**src/rtl/mcu_stripe_reader_if.sv**
```systemverilog
// Pixel stream from the stripe reader to the DCT stage: one 8-bit pixel per beat
// plus MCU/stripe position flags, valid/ready handshake.
interface mcu_stripe_reader_if;
  logic [7:0] out_pixval;
  logic       out_valid;
  logic       out_ready;
  logic       out_mcu_first;
  logic       out_mcu_last;
  logic       out_stripe_last;

  modport master (
    output out_pixval, out_valid, out_mcu_first, out_mcu_last, out_stripe_last,
    input  out_ready
  );

  modport slave (
    input  out_pixval, out_valid, out_mcu_first, out_mcu_last, out_stripe_last,
    output out_ready
  );
endinterface

```
**src/rtl/mcu_stripe_reader.sv**
```systemverilog
// Reads a completed 8-line stripe out of the EBR line buffer as 8x8 MCUs in raster order.
// Optional macro MCU_STRIPE_READER_OVERRUN_DETECT_EN enables the sticky overrun flag.
//
// state | meaning
// IDLE  | waiting for the ingester to finish a buffer half
// READ  | issuing EBR reads, one per cycle while the skid buffer has room
// DRAIN | all reads issued, waiting for the last words to leave
module mcu_stripe_reader #(
  parameter int width_pix = 320,
  parameter int num_ebr   = 5,
  parameter int ebr_size  = 512
) (
  input  logic                        clock,
  input  logic                        reset,
  input  logic                        frontbuffer_select,
  output logic                        rd_buffer_select,
  output logic [$clog2(num_ebr)-1:0]  rd_block_select,
  output logic [$clog2(ebr_size)-1:0] rd_addr,
  output logic                        rd_en,
  input  logic [7:0]                  rd_data,
  mcu_stripe_reader_if.master         pix,
  output logic                        busy,
  output logic                        overrun
);

  localparam int mcus   = width_pix / 8;
  localparam int mcu_w  = (mcus > 1) ? $clog2(mcus) : 1;
  localparam int blk_w  = $clog2(num_ebr);
  localparam int addr_w = $clog2(ebr_size);
  localparam int row_w  = addr_w - 6;

  typedef enum logic [1:0] {IDLE, READ, DRAIN} state_t;

  state_t state, state_nx;

  logic             fbs_q;
  logic             stripe_evt;
  logic             issue;
  logic             space;
  logic             at_mcu_first;
  logic             at_mcu_last;
  logic             at_stripe_last;
  logic [2:0]       px;
  logic [2:0]       py;
  logic [mcu_w-1:0] mcu_cnt;
  logic [blk_w-1:0] blk_cnt;
  logic [row_w-1:0] row_base;
  logic             buf_sel;

  logic             rd_pend;
  logic [2:0]       pend_meta;
  logic [10:0]      fifo_mem [2];
  logic             fifo_wp;
  logic             fifo_rp;
  logic [1:0]       fifo_cnt;
  logic             fifo_push;
  logic             fifo_pop;
  logic             head_valid;
  logic             beat_valid;
  logic [10:0]      beat;

  // History register also loads during reset so release never looks like an edge.
  always_ff @(posedge clock) begin
    fbs_q <= frontbuffer_select;
  end

  assign stripe_evt = frontbuffer_select ^ fbs_q;

  assign at_mcu_first   = (px == 3'd0) && (py == 3'd0);
  assign at_mcu_last    = (px == 3'd7) && (py == 3'd7);
  assign at_stripe_last = at_mcu_last && (mcu_cnt == mcu_w'(mcus - 1));

  // Count the in-flight word as occupied so a stalled sink never loses returning data.
  assign space = (fifo_cnt == 2'd0) || ((fifo_cnt == 2'd1) && !rd_pend);

  always_ff @(posedge clock) begin
    if (reset) begin
      state <= IDLE;
    end else begin
      state <= state_nx;
    end
  end

  always_comb begin
    state_nx = state;
    issue    = 1'b0;
    case (state)
      IDLE: begin
        if (stripe_evt) state_nx = READ;
      end
      READ: begin
        if (space) begin
          issue = 1'b1;
          if (at_stripe_last) state_nx = DRAIN;
        end
      end
      DRAIN: begin
        if (!head_valid && !rd_pend) state_nx = IDLE;
      end
      default: state_nx = IDLE;
    endcase
  end

  always_ff @(posedge clock) begin
    if (reset || state == IDLE) begin
      px       <= '0;
      py       <= '0;
      mcu_cnt  <= '0;
      blk_cnt  <= '0;
      row_base <= '0;
    end else if (issue) begin
      px <= px + 3'd1;
      if (px == 3'd7) begin
        py <= py + 3'd1;
        if (py == 3'd7) begin
          mcu_cnt <= (mcu_cnt == mcu_w'(mcus - 1)) ? '0 : mcu_cnt + mcu_w'(1);
          if (blk_cnt == blk_w'(num_ebr - 1)) begin
            blk_cnt  <= '0;
            row_base <= row_base + row_w'(1);
          end else begin
            blk_cnt <= blk_cnt + blk_w'(1);
          end
        end
      end
    end
  end

  always_ff @(posedge clock) begin
    if (reset) begin
      buf_sel <= 1'b0;
    end else if (state == IDLE && stripe_evt) begin
      buf_sel <= ~frontbuffer_select;
    end
  end

  assign rd_buffer_select = buf_sel;
  assign rd_block_select  = blk_cnt;
  assign rd_addr          = {row_base, py, px};
  assign rd_en            = issue && !reset;
  assign busy             = (state != IDLE) && !reset;

  // Position flags travel alongside the read so they line up with rd_data.
  always_ff @(posedge clock) begin
    if (reset) begin
      rd_pend   <= 1'b0;
      pend_meta <= '0;
    end else begin
      rd_pend   <= issue;
      pend_meta <= {at_mcu_first, at_mcu_last, at_stripe_last};
    end
  end

  assign head_valid = (fifo_cnt != 2'd0);
  assign beat_valid = (head_valid || rd_pend) && !reset;
  assign beat       = head_valid ? fifo_mem[fifo_rp] : {rd_data, pend_meta};
  assign fifo_pop   = head_valid && pix.out_ready;
  assign fifo_push  = rd_pend && (head_valid || !pix.out_ready);

  always_ff @(posedge clock) begin
    if (fifo_push) fifo_mem[fifo_wp] <= {rd_data, pend_meta};
  end

  always_ff @(posedge clock) begin
    if (reset) begin
      fifo_wp  <= 1'b0;
      fifo_rp  <= 1'b0;
      fifo_cnt <= 2'd0;
    end else begin
      if (fifo_push) fifo_wp <= ~fifo_wp;
      if (fifo_pop)  fifo_rp <= ~fifo_rp;
      if (fifo_push && !fifo_pop) begin
        fifo_cnt <= fifo_cnt + 2'd1;
      end else if (fifo_pop && !fifo_push) begin
        fifo_cnt <= fifo_cnt - 2'd1;
      end
    end
  end

  assign pix.out_valid       = beat_valid;
  assign pix.out_pixval      = beat[10:3];
  assign pix.out_mcu_first   = beat[2] && beat_valid;
  assign pix.out_mcu_last    = beat[1] && beat_valid;
  assign pix.out_stripe_last = beat[0] && beat_valid;

`ifdef MCU_STRIPE_READER_OVERRUN_DETECT_EN
  logic overrun_q;

  always_ff @(posedge clock) begin
    if (reset) begin
      overrun_q <= 1'b0;
    end else if (stripe_evt && state != IDLE) begin
      overrun_q <= 1'b1;
    end
  end

  assign overrun = overrun_q && !reset;
`else
  assign overrun = 1'b0;
`endif

endmodule

```
**src/flat_wrapper.sv**
```systemverilog
// flat-port wrapper written by rule: the top's interface ports become plain ports
module mcu_stripe_reader_flat 
#(
  parameter int width_pix = 320,
  parameter int num_ebr   = 5,
  parameter int ebr_size  = 512
)
  (clock, reset, frontbuffer_select, rd_buffer_select, rd_block_select, rd_addr, rd_en, rd_data, busy, overrun, pix_out_pixval, pix_out_valid, pix_out_mcu_first, pix_out_mcu_last, pix_out_stripe_last, pix_out_ready);
  mcu_stripe_reader_if pix_i ();
  input  logic clock;
  input  logic reset;
  input  logic frontbuffer_select;
  output logic rd_buffer_select;
  output logic [$clog2(num_ebr)-1:0] rd_block_select;
  output logic [$clog2(ebr_size)-1:0] rd_addr;
  output logic rd_en;
  input  logic [7:0] rd_data;
  output logic busy;
  output logic overrun;
  output wire logic [$bits(pix_i.out_pixval)-1:0] pix_out_pixval;
  output wire logic [$bits(pix_i.out_valid)-1:0] pix_out_valid;
  output wire logic [$bits(pix_i.out_mcu_first)-1:0] pix_out_mcu_first;
  output wire logic [$bits(pix_i.out_mcu_last)-1:0] pix_out_mcu_last;
  output wire logic [$bits(pix_i.out_stripe_last)-1:0] pix_out_stripe_last;
  input wire logic [$bits(pix_i.out_ready)-1:0] pix_out_ready;
  assign pix_out_pixval = pix_i.out_pixval;
  assign pix_out_valid = pix_i.out_valid;
  assign pix_out_mcu_first = pix_i.out_mcu_first;
  assign pix_out_mcu_last = pix_i.out_mcu_last;
  assign pix_out_stripe_last = pix_i.out_stripe_last;
  assign pix_i.out_ready = pix_out_ready;
  mcu_stripe_reader #(.width_pix(width_pix), .num_ebr(num_ebr), .ebr_size(ebr_size)) u_core (.clock(clock), .reset(reset), .frontbuffer_select(frontbuffer_select), .rd_buffer_select(rd_buffer_select), .rd_block_select(rd_block_select), .rd_addr(rd_addr), .rd_en(rd_en), .rd_data(rd_data), .pix(pix_i), .busy(busy), .overrun(overrun));
endmodule
```
**config.mk**
```make
export PLATFORM = sky130hd
export DESIGN_NAME = mcu_stripe_reader_flat
export DESIGN_NICKNAME = d
export VERILOG_FILES = /design/src/rtl/mcu_stripe_reader_if.sv /design/src/rtl/mcu_stripe_reader.sv /design/src/flat_wrapper.sv
export SDC_FILE = /design/constraint.sdc
export NUM_CORES = 1
export LEC_CHECK = 0
export CORE_ASPECT_RATIO = 0.5
export CORE_MARGIN = 2
export CORE_UTILIZATION = 50
export CTS_BUF_LIST = sky130_fd_sc_hd__clkbuf_2 sky130_fd_sc_hd__clkbuf_4 sky130_fd_sc_hd__clkbuf_8
export CTS_CLUSTER_DIAMETER = 200
export DETAILED_ROUTE_END_ITERATION = 10
export GPL_TIMING_DRIVEN = 0
export PLACE_DENSITY_LB_ADDON = 0.2
export SLEW_MARGIN = 20
export SYNTH_ARGS = -nofsm -noshare
export SYNTH_HDL_FRONTEND = slang
export SYNTH_SLANG_ARGS = --single-unit
```
**constraint.sdc**
```tcl
create_clock -name clock -period 2 [get_ports clock]
set_input_delay 0.2 -clock clock [delete_from_list [all_inputs] [get_ports clock]]
set_output_delay 0.2 -clock clock [all_outputs]
set_load 0.1 [all_outputs]
```
# ---- Word level (Yosys, flattened, before mapping)
# Memory sizes are Yosys's and may differ from the RTL's. A register that Yosys moved wholly into a read port is not among the register bits.
# Index checks and enable logic that the tools add are counted.
dict set report word_totals {
  register_bits 30
  mem_bits_rw 22
  out_inout_bits 28
  n_memories 1
}
# memory words word_bits read_ports rd_ports_with_merged_regs write_ports line_no
set mem_list {}
lappend mem_list {u_core.fifo_mem 2 11 1 1 1 mcu_stripe_reader.sv:52} ;# logic [10:0] fifo_mem [2];
dict set report op_classes {
  add_sub_neg 7
  n_eq_ne 11
  n_mux 16
  n_bitwise 4
  reduce_logical 37
}
# op count
set ops {}
lappend ops {{1-bit logical AND} 16}
lappend ops {{3-bit by 1-bit adder with 3-bit output, second input constant} 4}
lappend ops {{2-bit 2-to-1 mux} 6}
lappend ops {{11-bit 2-to-1 mux} 1}
lappend ops {{3-bit == test, second input constant} 3}
lappend ops {{2-bit by 1-bit inequality test with 1-bit output, second input constant} 4}
lappend ops {{4-bit AND reduction} 2}
lappend ops {{6-bit by 1-bit adder with 6-bit output, second input constant} 1}
lappend ops {{6-bit == test, second input constant} 1}
lappend ops {{1-bit zero test} 6}
lappend ops {{3-bit zero test} 2}
lappend ops {{1-bit 2-to-1 mux} 6}
lappend ops {{6-bit 2-to-1 mux} 1}
lappend ops {{2-bit case mux with 3 select lines} 1}
lappend ops {{2-bit nonzero test} 3}
lappend ops {{2-bit by 1-bit == test with 1-bit output, second input constant} 2}
lappend ops {{2-bit zero test} 2}
lappend ops {{1-bit logical OR} 4}
lappend ops {{3-bit 2-to-1 mux} 1}
lappend ops {{1-bit inverter} 3}
lappend ops {{3-bit AND reduction} 1}
lappend ops {{2-bit by 1-bit adder with 2-bit output, second input constant} 1}
lappend ops {{2-bit == test, second input constant} 1}
lappend ops {{2-bit AND reduction} 1}
lappend ops {{2 further kinds} 2}

# ---- Longest topological paths before layout
# Gate-level depths: netlist (run 1).
dict set report logic_depth {
  word_depth 7
  mapped_depth 7
  ltp_nobuf 6
}

# ---- Worst setup path before layout (run 1)
# OpenSTA, ideal clock, no wires.
dict set report synth_timing {
  path_type {register to output}
  start {register u_core.fifo_cnt[0]}
  end {output port pix_out_pixval[0]}
  t_arrival_ps 3181
  required_ps 1800
  setup_slack_ps -1381
  path_stages_with_launch 6
  n_path_buf 2
  path_cell_list {dfxtp_1 inv_1 ha_1 clkbuf_1 clkbuf_1 o21ai_0}
}
dict set report synth_via {
  elab_chain_cells 2
}
# item line_no
set synth_rtl {}
lappend synth_rtl {{start, declared} mcu_stripe_reader.sv:55} ;# logic [1:0] fifo_cnt;
lappend synth_rtl {{start signal, assigned} mcu_stripe_reader.sv:172} ;# fifo_cnt <= fifo_cnt + 2'd1;
lappend synth_rtl {{start signal, assigned} mcu_stripe_reader.sv:174} ;# fifo_cnt <= fifo_cnt - 2'd1;
lappend synth_rtl {{2-bit nonzero test} mcu_stripe_reader.sv:153} ;# assign head_valid = (fifo_cnt != 2'd0);
lappend synth_rtl {{11-bit 2-to-1 mux} mcu_stripe_reader.sv:155} ;# assign beat = head_valid ? fifo_mem[fifo_rp] : {rd_data, pend_meta};
lappend synth_rtl {{end, declared} flat_wrapper.sv:20} ;# output wire logic [$bits(pix_i.out_pixval)-1:0] pix_out_pixval;
# No other way between the ends.

# ---- Worst setup path in the final report (run 1)
dict set report layout_timing {
  start {register u_core.fifo_cnt[0]}
  end {output port pix_out_mcu_last}
}
dict set report layout_via {
  elab_chain_cells 4
  word_cells_on_any_way 5
  classes_between {mux: 1; reduce/logical: 4}
}
# item line_no
set layout_rtl {}
lappend layout_rtl {{2-bit nonzero test (*)} mcu_stripe_reader.sv:153}
lappend layout_rtl {{1-bit logical OR} mcu_stripe_reader.sv:154} ;# assign beat_valid = (head_valid || rd_pend) && !reset;
lappend layout_rtl {{1-bit logical AND} mcu_stripe_reader.sv:154}
lappend layout_rtl {{1-bit logical AND (*)} mcu_stripe_reader.sv:182} ;# assign pix.out_mcu_last = beat[1] && beat_valid;
lappend layout_rtl {{end, declared} flat_wrapper.sv:23} ;# output wire logic [$bits(pix_i.out_mcu_last)-1:0] pix_out_mcu_last;
# Every way passes the cells marked *; elsewhere a longest branch is shown, timed or not.

==> results of run 1 <==
## flip-flops by register name, indices dropped and copies added (netlist names), 2 cells and up, named ones only
name,cells
u_core.state,2
u_core.fifo_mem,22
u_core.pend_meta,3
u_core.rd_block_select,3
u_core.px,3
u_core.py,3
u_core.fifo_cnt,2
u_core.row_base,3
u_core.mcu_cnt,6
## cells in the final DEF (no fill, tap or decap), types with 6 or more instances in the layout
cell type and instances:
nor2_1 22, edfxtp_1 22, dfxtp_1 21, nand2_1 18, mux2i_1 15, dlygate4sd2_1 13
inv_1 12, ha_1 11, clkdlybuf4s50_1 11, o21ai_0 10, dfxtp_2 10, buf_6 9
nand3_1 8, o21ai_4 7, clkbuf_8 6, a21oi_1 6
## power groups by stage
| stage | clock network [mW] | logic [mW] | registers, mW |
|---|---|---|---|
| floorplan | 0 | 0.809 | 1.23 |
| global placement | 0 | 1.02 | 1.21 |
| detailed placement | 0 | 1.04 | 1.21 |
| CTS | 0.644 | 1.14 | 1.19 |
| global route | 0.686 | 1.23 | 1.20 |
| finish | 0.626 | 1.16 | 1.19 |
## layout make-up
class                   instances  area, um^2
plain buffers                  11       96.34
clock buffers                   5       68.82
clock inverters                 3       25.02
fillers                       353        1329
inverters                      13       48.80
multi-input cells             151        1134
flip-flops and latches         53        1294
well taps                      66       82.58
repair buffers                 39       410.4
## routing by layer
layer	GRT usage	up-vias	wire, um
met4	0.08784	0	78
met5	0	-	0
li1	-	895	-
met2	0.3477	41	2381
met3	0.04267	10	180
met1	0.2314	856	2164
## timing repair
| item | CTS | global route |
|---|---|---|
| gates cloned | 0 | 1 |
| setup endpoints to repair | 38 | 12 |
| gates resized for setup | 130 | 8 |
| buffers inserted | 0 | 0 |
| endpoints found under the hold margin | 0 | 0 |
| pin swaps | 0 | 1 |
## per-stage QoR
step / hold slack [ns] / setup slack (ns)
floorplan: 0.2277 / -0.1597
global placement: 0.4304 / -1.185
detailed placement: 0.4378 / -1.246
CTS: 0.3924 / -0.007408
global route: 0.3911 / 0.007704
finish: 0.3930 / 0.09612
## cell families after synthesis
group           after synthesis  synth area share
compound gates               44            0.1167
xor+xnor                      8           0.02957
fa+ha+maj                    12           0.06336
buf+inv                      24           0.04224
flops                        53            0.5407
mux                          16           0.06811
other cells                   1          0.001582
simple gates                 70            0.1378
## how the worst max path moves through the flow
stage	from	end	slack [ns]	cells after the start
after floorplan	u_core.fifo_cnt[0]$_SDFFE_PP0P_	pix_out_pixval[0]	-0.16	5
after global placement	u_core.fifo_cnt[1]$_SDFFE_PP0P_	pix_out_pixval[6]	-1.19	7
after detailed placement	u_core.fifo_cnt[1]$_SDFFE_PP0P_	pix_out_pixval[6]	-1.25	7
after CTS	u_core.fifo_cnt[1]$_SDFFE_PP0P_	rd_en	-0.007	6
after global routing	u_core.state[0]$_SDFFE_PP0P_	busy	0.008	6
final	u_core.fifo_cnt[0]$_SDFFE_PP0P_	pix_out_mcu_last	0.1	7
==> run_results.csv, run 1 <==
group,metric,value,unit
floorplan,start_util,0.5280,
clock_tree,clock_latency,0.32,ns
sta,fin_crit,1.904,ns
setup_path,worstRegToRegCells,7,
global_routing,grt_max_degree,19,
yosys,ys_top_cells_by_area,"edfxtp_1 28%, dfxtp_1 26%, ha_1 6.3%, mux2i_1 6.3%, nor2_1 4.4%",
floorplan,die_w,101.4,um
setup_path,cp_num_buf_inv,4,
setup_path,critical_path.max_stage_delay,0.35,ns
yosys,synthCells,228,
yosys,netlist_top_cells_count,"31 x dfxtp_1, 28 x nor2_1, 22 x edfxtp_1",
yosys,synth_top_cell_area_share,0.2788,
sta,slew_viol_final,0,
finish,fin_util,0.7039,
floorplan,num_rows,17,
sta,finalSetupViolCount,0,
finish,fin_area,3159,um^2
min_path,holdPathStages,1,
finish,drive_gt1_frac,0.2436,
power_and_ir_drop,power.share.clock,0.210,
power_and_ir_drop,finalPower,2.983,mW
routing,post_drt_wl_per_cell,14.09,um
floorplan,ios,40,
routing,wirelength,4.804,mm
setup_path,cp.arrival,1.70,ns
sta,grt_setup_unrepaired,"no",
clock_tree,cts_sinks,53,
sta,setup_tns,0,ns
sta,fmax,525.2,MHz
clock_tree,htree_num_levels,2,
place,portBuffers,38,
setup_path,required,1.80,ns
clock_tree,clock_path_buffers,2,
sta,tightest_slew,0.9722,ns
floorplan,core-area,4488,um^2
min_path,hp-start,"frontbuffer_select",
routing,dr.first_iter.drc_count,76,
place,place.gp.congestion,0.8123,
clock_tree,cts-root-buf,"clkbuf_8",
global_routing,grt_overflow,0,
routing,detail-route-antenna-nets,0,
power_and_ir_drop,p_sw_frac,0.3967,
global_routing,grt_pass1_wl,7.817,mm
yosys,seq_area_frac_synth,0.5407,
setup_path,rrSetupSlack,0.18,ns
sta,period_share,0.9519,
finish,fin_nets,298,
floorplan,dieArea,5340,um^2
yosys,syn_nets,252,
sta,hold_viol,0,
yosys,syn_area_per_cell,10.39,um^2
power_and_ir_drop,vdd_drop_max,440.8,uV
yosys,async_flop_share,0,
routing,vias_per_cell,5.284,
setup_path,endpoint_kind,"output pin",
power_and_ir_drop,p_comb_frac,0.390,
sta,finClkSkew,0.01477,ns
finish,instances_no_fill,341,
clock_tree,path_clk_slew,0.11,ns
place,place_area,2958,um^2
setup_path,slowest_stage,"dfxtp_2",
routing,drc,0,
clock_tree,cts_tree,"built",
run,maxCapViolations,0,
setup_path,crit_path_start_kind,"flop",
setup_path,reg2reg_from,"u_core.px[0]$_SDFFE_PN0P_",
yosys,synth.largest_area_cell,"edfxtp_1",
global_routing,grt_usage,0.1957,
yosys,yosys_most_used_dff,"dfxtp_1",
power_and_ir_drop,p_switching,1.183,mW
setup_path,critPathMaxFanout,11,
setup_path,worstSetupPathType,"flop to output pin",
place,place_inst,332,
yosys,ys_seq_elements,53,
global_routing,first_global_vias,1721,
place,hpwlAfterDp,3.343,mm
sta,relSlewSlack,0.3544,
run_status,status,"finished clean",
power_and_ir_drop,powerDensity,944.2,nW/um^2
floorplan,die_y,52.68,um
clock_tree,cts_hold_buffers,0,
yosys,yosysUniqueCellTypes,45,
power_and_ir_drop,p_leak,1.244,nW
setup_path,timing.rr.end,"u_core.rd_block_select[2]$_SDFFE_PN0P_",
finish,areaGrowthSynthToFinish,33.32,%
setup_path,path_cells,"inv_1 > ha_4 > buf_8 > clkbuf_16 > a21oi_1 > nor2_4 > buf_12",
setup_path,cp_top_family,"buffers and inverters",
yosys,syn-cell-area,2370,um^2
finish,antenna-diode-count,0,
clock_tree,cts_buffers,5,
min_path,min_to,"u_core.fbs_q$_DFF_P_",
power_and_ir_drop,p_int,1.800,mW
min_path,hp-class,"input port to flop",
yosys,ys_warn_count,0,
global_routing,antenna_found_initial,0,
routing,firstDrtPassIters,4,
yosys,synth_edf_count,22,
yosys,yosysMostFrequentCell,"dfxtp_1",
routing,vias,1802,
power_and_ir_drop,p_seq_frac,0.400,
Power figures use the tool's default switching activity.
==> run 2: changes to the inputs <==
--- a/config.mk
+++ b/config.mk
@@ -7,7 +7,7 @@
 export LEC_CHECK = 0
 export CORE_ASPECT_RATIO = 0.5
 export CORE_MARGIN = 2
-export CORE_UTILIZATION = 50
+export CORE_UTILIZATION = 55
 export CTS_BUF_LIST = sky130_fd_sc_hd__clkbuf_2 sky130_fd_sc_hd__clkbuf_4 sky130_fd_sc_hd__clkbuf_8
 export CTS_CLUSTER_DIAMETER = 200
 export DETAILED_ROUTE_END_ITERATION = 10
==> run 2 against run 1 <==
Net effect: final area rose by 1.0%; first-iteration DRC count fell by 24%; final cell count fell by 3.8%; routed wire length rose by 4.2%; clock-buffer cell count rose by 1; critical path type unchanged; highest routed layer unchanged; via count rose by 2.2%; critical path depth rose by 1; register-to-register slack barely moved; clock skew fell by 0.012 ns; utilization rose by 8.9 points; global-route usage rose by 2.4 points; combinational power barely moved.
==> run_results.csv, run 2 (same netlist as run 1, synthesis figures left out) <==
group,metric,value,unit
power_and_ir_drop,power.share.clock,0.237,
setup_path,endpoint_kind,"output pin",
place,place_area,2943,um^2
setup_path,cp_top_family,"buffers and inverters",
finish,antenna-diode-count,0,
clock_tree,cts_tree,"built",
setup_path,cp_common_cell,"buf_12",
sta,tightest_slew,0.9655,ns
place,portBuffers,38,
finish,multi_input_area,1132,um^2
setup_path,crit_path_start_kind,"flop",
clock_tree,path_clk_slew,0.09,ns
sta,relSlewSlack,0.3553,
floorplan,dieArea,4882,um^2
routing,wirelength,5.008,mm
finish,fin_nets,297,
power_and_ir_drop,p_int,1.951,mW
clock_tree,cts_hold_buffers,0,
setup_path,cp_num_buf_inv,4,
floorplan,num_rows,16,
setup_path,path_depth,8,
setup_path,critPathMaxFanout,10,
finish,biggestRegsByFlops,"u_core.fifo_mem x22, u_core.mcu_cnt x6",
setup_path,path_cells,"inv_1 > ha_4 > clkbuf_8 > buf_12 > nor2_2 > a21oi_2 > nor2_4 > buf_12",
sta,slew_viol_final,0,
sta,finClkSkew,0.003005,ns
clock_tree,cts_buffers,5,
finish,top_register,"u_core.fifo_mem",
routing,met3_length,203,um
routing,vias,1842,
routing,wl_met1,2.177,mm
setup_path,worstSetupPathType,"flop to output pin",
routing,post_drt_wl_per_cell,15.27,um
routing,dr.first_iter.drc_count,58,
finish,fin_util,0.7932,
finish,largest_reg_flops,22,
setup_path,required,1.80,ns
power_and_ir_drop,p_leak,1.275,nW
global_routing,antenna_found_initial,0,
global_routing,grt_pass1_wl,8.404,mm
setup_path,cp.arrival,1.76,ns
setup_path,critical_path.max_stage_delay,0.34,ns
routing,detail-route-antenna-nets,0,
setup_path,slowest_stage,"dfxtp_1",
finish,fin_area,3192,um^2
floorplan,core-area,4024,um^2
finish,layout_common_cells,"22 x nor2_1, 22 x dfxtp_1, 22 x edfxtp_1, 18 x nand2_1, 15 x mux2i_1",
floorplan,ios,40,
power_and_ir_drop,vdd_drop_max,636.5,uV
place,place.gp.congestion,0.8099,
finish,areaGrowthSynthToFinish,34.69,%
finish,fillers,252,
clock_tree,cts_sinks,53,
global_routing,grt_usage,0.2197,
global_routing,grt_overflow,0,
power_and_ir_drop,p_seq_frac,0.383,
routing,route.met2.wl,2.553,mm
power_and_ir_drop,p_sw_frac,0.3737,
clock_tree,post_cts_buffers,0,
finish,drive_gt1_frac,0.2372,
clock_tree,clock_latency,0.31,ns
global_routing,first_global_vias,1813,
clock_tree,cts-root-buf,"clkbuf_8",
sta,finalSetupViolCount,0,
power_and_ir_drop,p_comb_frac,0.380,
setup_path,worstRegToRegCells,7,
clock_tree,clock_path_buffers,2,
routing,vias_per_cell,5.616,
routing,highest_layer,"met4",
floorplan,die_y,50.42,um
sta,hold_viol,0,
place,hpwlAfterDp,3.404,mm
global_routing,grt_max_degree,17,
clock_tree,htree_num_levels,2,
power_and_ir_drop,finalPower,3.115,mW
sta,period_share,0.9783,
sta,fin_crit,1.957,ns
sta,grt_setup_unrepaired,"yes",
sta,holdWs,0.4160,ns
floorplan,die_w,96.83,um
power_and_ir_drop,p_switching,1.164,mW
power_and_ir_drop,powerDensity,975.9,nW/um^2
finish,regArea,1292,um^2
floorplan,start_util,0.5889,
min_path,hp-class,"input port to flop",
run_status,status,"finished clean",
sta,fmax,511.1,MHz
routing,firstDrtPassIters,4,
routing,drc,0,
min_path,holdPathStages,1,
run,maxCapViolations,0,
==> run 2: cell types whose count changed in the layout (fill, tap and decap cells not counted), sizes merged <==
cell,before,now
dlygate4sd2,13,12
inv,14,13
dlymetal6s2s,0,1
clkbuf,11,13
clkinvlp,1,0
buf,20,18
bufinv,0,1
==> run 2: final timing paths <==
check                                       start                                      to  slack (ns)
hold / removal                 frontbuffer_select                    u_core.fbs_q$_DFF_P_        0.42
setup / recovery  u_core.fifo_cnt[1]$_SDFFE_PP0P_                       pix_out_mcu_first        0.04
setup reg to reg        u_core.px[0]$_SDFFE_PN0P_  u_core.rd_block_select[2]$_SDFFE_PN0P_        0.17
hold reg to reg         u_core.px[2]$_SDFFE_PN0P_          u_core.pend_meta[2]$_SDFF_PP0_        0.45
==> run 2: layout make-up <==
class,instances,share of cell area
inverters,13,0.01529
multi-input cells,151,0.3548
flip-flops and latches,53,0.4049
repair buffers,38,0.1388
well taps,54,0.02117
plain buffers,11,0.02901
clock buffers,6,0.02391
clock inverters,2,0.01215
==> run 2: per-layer routing <==
layer  vias to the layer above  global-route usage
met5                         -                   0
met2                        46              0.4063
li1                        890                   -
met3                        10             0.05292
met4                         0             0.06808
met1                       896              0.2585
==> run 2: metrics by stage <==
step                cells  TNS (ns)  setup WS [ns]
finish                328         0        0.04348
CTS                   328  -0.03657       -0.01968
global route          328  -0.08183       -0.05523
detailed placement    320    -17.90         -1.226
global placement      320    -16.93         -1.160
floorplan             228   -0.1597        -0.1597
==> run 2: repair_timing <==
item,4_1_cts,5_1_grt
hold endpoints to repair,0,0
setup endpoints to repair,37,10
resized for setup,131,16
==> run 2: power by group through the flow <==
stage,Sequential (mW),Combinational (mW),Clock [mW]
2_1_floorplan,1.23,0.809,0
3_3_place_gp,1.21,1.02,0
3_5_place_dp,1.22,1.04,0
4_1_cts,1.19,1.13,0.747
5_1_grt,1.20,1.24,0.786
6_report,1.19,1.18,0.737
